## config.mk

```make
export PLATFORM = sky130hd
export DESIGN_NAME = alu_sequencer
export DESIGN_NICKNAME = d
export VERILOG_FILES = /design/src/rtl/alu_sequencer.sv
export SDC_FILE = /design/constraint.sdc
export NUM_CORES = 1
export LEC_CHECK = 0
export ABC_AREA = 1
export CAP_MARGIN = 15
export CELL_PAD_IN_SITES_DETAIL_PLACEMENT = 1
export CELL_PAD_IN_SITES_GLOBAL_PLACEMENT = 1
export CORE_MARGIN = 2
export CORE_UTILIZATION = 32
export CTS_CLUSTER_DIAMETER = 60
export DETAILED_ROUTE_END_ITERATION = 6
export PLACE_DENSITY_LB_ADDON = 0.1
export SKIP_CTS_REPAIR_TIMING = 1
export SLEW_MARGIN = 20
export SYNTH_ARGS = -nofsm -noshare
export SYNTH_HDL_FRONTEND = slang
export SYNTH_SLANG_ARGS = --single-unit
```

## constraint.sdc

```tcl
create_clock -name clk -period 3.2 [get_ports clk]
set_input_delay 0.64 -clock clk [delete_from_list [all_inputs] [get_ports clk]]
set_output_delay 0.64 -clock clk [all_outputs]
set_load 0.005 [all_outputs]
```

## src/rtl/alu_sequencer.sv

```systemverilog
// alu_sequencer: hands one instruction at a time to an external combinational
// 8-bit ALU, captures its result into a valid/ready output register and an
// accumulator, and counts completed result handoffs.
module alu_sequencer #(
  parameter int CNT_W = 8
) (
  input  logic             clk,
  input  logic             rst_n,
  input  logic             in_valid,
  output logic             in_ready,
  input  logic [1:0]       in_opcode,
  input  logic [7:0]       in_a,
  input  logic [7:0]       in_b,
  input  logic             in_use_acc,
  input  logic             acc_clear,
  output logic [1:0]       alu_opcode,
  output logic [7:0]       alu_a,
  output logic [7:0]       alu_b,
  input  logic [7:0]       alu_out,
  output logic             res_valid,
  input  logic             res_ready,
  output logic [7:0]       res_data,
  output logic             res_zero,
  output logic [7:0]       acc,
  output logic [CNT_W-1:0] op_count,
  output logic             busy
);

  typedef enum logic [1:0] {IDLE, EXEC, DONE} state_t;

  state_t           state_q, state_d;
  logic [1:0]       alu_opcode_q, alu_opcode_d;
  logic [7:0]       alu_a_q, alu_a_d;
  logic [7:0]       alu_b_q, alu_b_d;
  logic [7:0]       res_data_q, res_data_d;
  logic             res_valid_q, res_valid_d;
  logic [7:0]       acc_q, acc_d;
  logic [CNT_W-1:0] op_count_q, op_count_d;
  logic             accept;

  // Next-state and register-update logic; an accept can happen in IDLE or,
  // back-to-back, in the same edge that completes a DONE handoff.
  always_comb begin
    state_d      = state_q;
    alu_opcode_d = alu_opcode_q;
    alu_a_d      = alu_a_q;
    alu_b_d      = alu_b_q;
    res_data_d   = res_data_q;
    res_valid_d  = res_valid_q;
    acc_d        = acc_q;
    op_count_d   = op_count_q;
    in_ready     = 1'b0;
    accept       = 1'b0;

    case (state_q)
      IDLE: begin
        in_ready = 1'b1;
        accept   = in_valid;
        if (acc_clear) acc_d = 8'h00;
      end
      EXEC: begin
        // The capture owns the accumulator this edge; acc_clear is ignored.
        res_data_d  = alu_out;
        acc_d       = alu_out;
        res_valid_d = 1'b1;
        state_d     = DONE;
      end
      DONE: begin
        in_ready = res_ready;
        if (acc_clear) acc_d = 8'h00;
        if (res_ready) begin
          res_valid_d = 1'b0;
          op_count_d  = op_count_q + 1'b1;
          accept      = in_valid;
          state_d     = IDLE;
        end
      end
      default: state_d = IDLE;
    endcase

    // Operand A from the accumulator uses the pre-update value, which in the
    // back-to-back case is the result just handed off.
    if (accept) begin
      alu_opcode_d = in_opcode;
      alu_a_d      = in_use_acc ? acc_q : in_a;
      alu_b_d      = in_b;
      state_d      = EXEC;
    end
  end

  // State and datapath registers with synchronous active-low reset.
  always_ff @(posedge clk) begin
    if (!rst_n) begin
      state_q      <= IDLE;
      alu_opcode_q <= 2'b00;
      alu_a_q      <= 8'h00;
      alu_b_q      <= 8'h00;
      res_data_q   <= 8'h00;
      res_valid_q  <= 1'b0;
      acc_q        <= 8'h00;
      op_count_q   <= '0;
    end else begin
      state_q      <= state_d;
      alu_opcode_q <= alu_opcode_d;
      alu_a_q      <= alu_a_d;
      alu_b_q      <= alu_b_d;
      res_data_q   <= res_data_d;
      res_valid_q  <= res_valid_d;
      acc_q        <= acc_d;
      op_count_q   <= op_count_d;
    end
  end

  assign alu_opcode = alu_opcode_q;
  assign alu_a      = alu_a_q;
  assign alu_b      = alu_b_q;
  assign res_data   = res_data_q;
  assign res_valid  = res_valid_q;
  assign res_zero   = (res_data_q == 8'h00);
  assign acc        = acc_q;
  assign op_count   = op_count_q;
  assign busy       = (state_q != IDLE);

endmodule
```

==> flow_summary.toml <==
[pwr]
p_leak_nw = 1.119
peakVddDrop_uv = 195.0
p_per_area_nw_per_um2 = 454.4

[finish]
syn2layout_area_growth_pct = 51.90
drive_gt1_frac = 0.1351
insertedDiodeCount = 0
fin_nets = 328
fillers = 681

[synthesis]
synth.top_cell.area_share = 0.4969
synthArstFlopShare = 0
synth_top_family_by_area = "simple AND/OR/NAND/NOR gates"
synthSimpleGateAreaFrac = 0.3106
synth_area_um2 = 1813
yosys-top-cells-count = "nand2_1 (57), dfxtp_1 (45), a21oi_1 (22)"
synthMuxAreaShare = 0.04969
synth-seq-cells = 45
ys_seq_area_frac = 0.4969
synth_edf_count = 0
yosys.area.top_type = "dfxtp_1"
postSynthAreaPerCell_um2 = 8.355
synth_most_common_cell = "nand2_1"
synth-adder-area-share = 0.006901
ys_types = 25
synthesis.nets = 250
synth-xor-area-share = 0.004831
synth_top_flop_cell = "dfxtp_1"
syn_inst = 217
synthTopCellsByArea = "dfxtp_1 (50%), nand2_1 (12%), nand2_2 (6.2%), a21oi_1 (6.1%), nand3_1 (5.8%)"
ys_warn_count = 0
synth_compound_area_frac = 0.07591

[global_route]
use_met1 = 0.1977
grt_util_met3 = 0.05795
grt_max_degree = 25
gr-usage-met2 = 0.2593
antenna_found_initial = 0
busiest_layer = "met2"
grt_first_pass_wirelength_um = 7921
grt_overflow_total = 0
grt_pass1_vias = 1731
gr-usage-all-layers = 0.1580

[route]
viasPerCell = 4.557
firstDrtPassIters = 2
post_drt_wl_per_cell_um = 13.10
drtIter0Drc = 46
ant_nets = 0
drc = 0
vias = 1677
wirelength_um = 4820

[worst_hold_path]
holdPathStages = 2
hold_path_class = "register to register"
hold_path_end = "res_valid"
hp-start = "res_valid"

[setup_path]
crit_type = "primary input to primary output"
slowest_delay_ns = 0.53
cp_data_required_time_ns = 2.56
cp_cell_sequence = "clkdlybuf4s50_1, nand3_4, nand2_4, clkdlybuf4s50_1"
regToRegStartpoint = "state_q[1]"
cp-end-kind = "primary output"
crit_slowest_cell = "clkdlybuf4s50_1"
r2r_cells = 6
worst_ep_arrival_time_ns = 1.92
cp_common_cell = "clkdlybuf4s50_1"
crit_path_max_fanout = 7
worstReg2RegEnd = "acc[5]"
worstSetupStartpointType = "primary input"
r2r_slack_ns = 1.77

[timing]
setup_tns_ns = 0
fmax_mhz = 391.0
rsz0062_at_grt = "no"
relSlewSlack = 0.7175
setup_violations = 0
worst_pin_slew_ns = 0.4221
timing.final.crit_period_ns = 2.557
finClkSkew_ns = 0.005422
hold_viol_final = 0
slew_violations = 0
fin_ws_ns = 0.6426
period_share = 0.7992

[floorplanning]
die_h_um = 79.27
core_area_um2 = 5473
die_area_um2 = 6284
rows = 27
io_pins = 78
initial_core_util = 0.3313
die_x_um = 79.27

[placement]
place_congestion = 0.7337
dp_hpwl_um = 3678
numPortBuffers = 77
preCtsSetupSlack_ns = 0.6456

[clock_network]
clkSinkCount = 45
cts.clk_slew.worst_paths_ns = 0.08
clock_path_buffers = 2
h-tree-depth = 2
cts_made_buffers = 5
clockRootBuffer = "clkbuf_8"
insertion_delay_ns = 0.29
cts_tree = "built"

[run]
drv_cap = 0

[outcome]
status = "finished clean"
per-stage QoR:
stage,instances,instance area (µm²),total power [mW],util,hold WS [ns]
floorplan,217,1813,0.7085,-,0.4575
global placement,360,2638,0.8272,0.4819,0.4571
detailed placement,360,2638,0.8291,0.4819,0.4572
CTS,368,2754,1.275,0.5032,0.4722
global route,368,2754,1.317,0.5032,0.5063
finish,368,2754,1.251,0.5032,0.4714
how the worst max path moves through the flow:
stage	startpoint	to	slack, ns
2_1_floorplan	in_use_acc	alu_a[0]	1.71
3_3_place_gp	res_ready	in_ready	0.66
3_5_place_dp	res_ready	in_ready	0.65
4_1_cts	res_ready	in_ready	0.63
5_1_grt	res_ready	in_ready	0.60
6_report	res_ready	in_ready	0.64
flip-flops by register name (all words and copies together) (netlist names):
name / cells
res_valid: 1
alu_b: 8
alu_opcode: 2
state_q: 2
res_data: 8
acc: 8
op_count: 8
alu_a: 8
logic make-up (layout without fill, tap and decap cells):
group	after synthesis	in the layout
mux	8	8
simple gates	115	115
buf+inv	21	100
flops	45	45
xor+xnor	1	1
compound gates	26	26
fa+ha+maj	1	1
layout make-up:
type / instances / area [µm²] / area share
Sequential cell: 45 / 900.9 / 0.3271
Clock buffer: 7 / 86.33 / 0.03135
Timing Repair Buffer: 79 / 785.8 / 0.2853
Inverter: 13 / 48.80 / 0.01772
Tap cell: 72 / 90.09 / 0.03271
Multi-Input combinational cell: 151 / 812.0 / 0.2949
Clock inverter: 1 / 30.03 / 0.01090
per-layer routing:
metal | vias to the layer above | routed length (µm)
met3 | 6 | 339
met5 | - | 0
met4 | 0 | 41
met1 | 767 | 2166
met2 | 44 | 2273
li1 | 860 | -
power by group:
| part | internal [mW] | switching [mW] | total, mW |
|---|---|---|---|
| Combinational | 0.119 | 0.0854 | 0.204 |
| Sequential | 0.588 | 0.0196 | 0.608 |
| Clock | 0.255 | 0.185 | 0.439 |
| Total | 0.962 | 0.290 | 1.25 |
critical path, delay by kind of cell:
family / cells / cell delay [ns]
buffers and inverters: 2 / 1.02
and+or+nand+nor: 2 / 0.25
layout by cell type (no fill, tap or decap), drive strengths merged:
cell,synthesis,final
nor2,10,10
o21a,2,2
nand2,77,77
dfxtp,45,45
ha,1,1
buf,4,2
inv,13,13
nand3,22,22
clkbuf,4,7
clkdlybuf4s50,0,77
nor4,2,2
mux2,8,8
bufinv,0,1
a21oi,22,22
o21ai,1,1
xor2,1,1
nand4,3,3
a211oi,1,1
and2,1,1
Note: power is estimated with default switching activity, not from simulation.
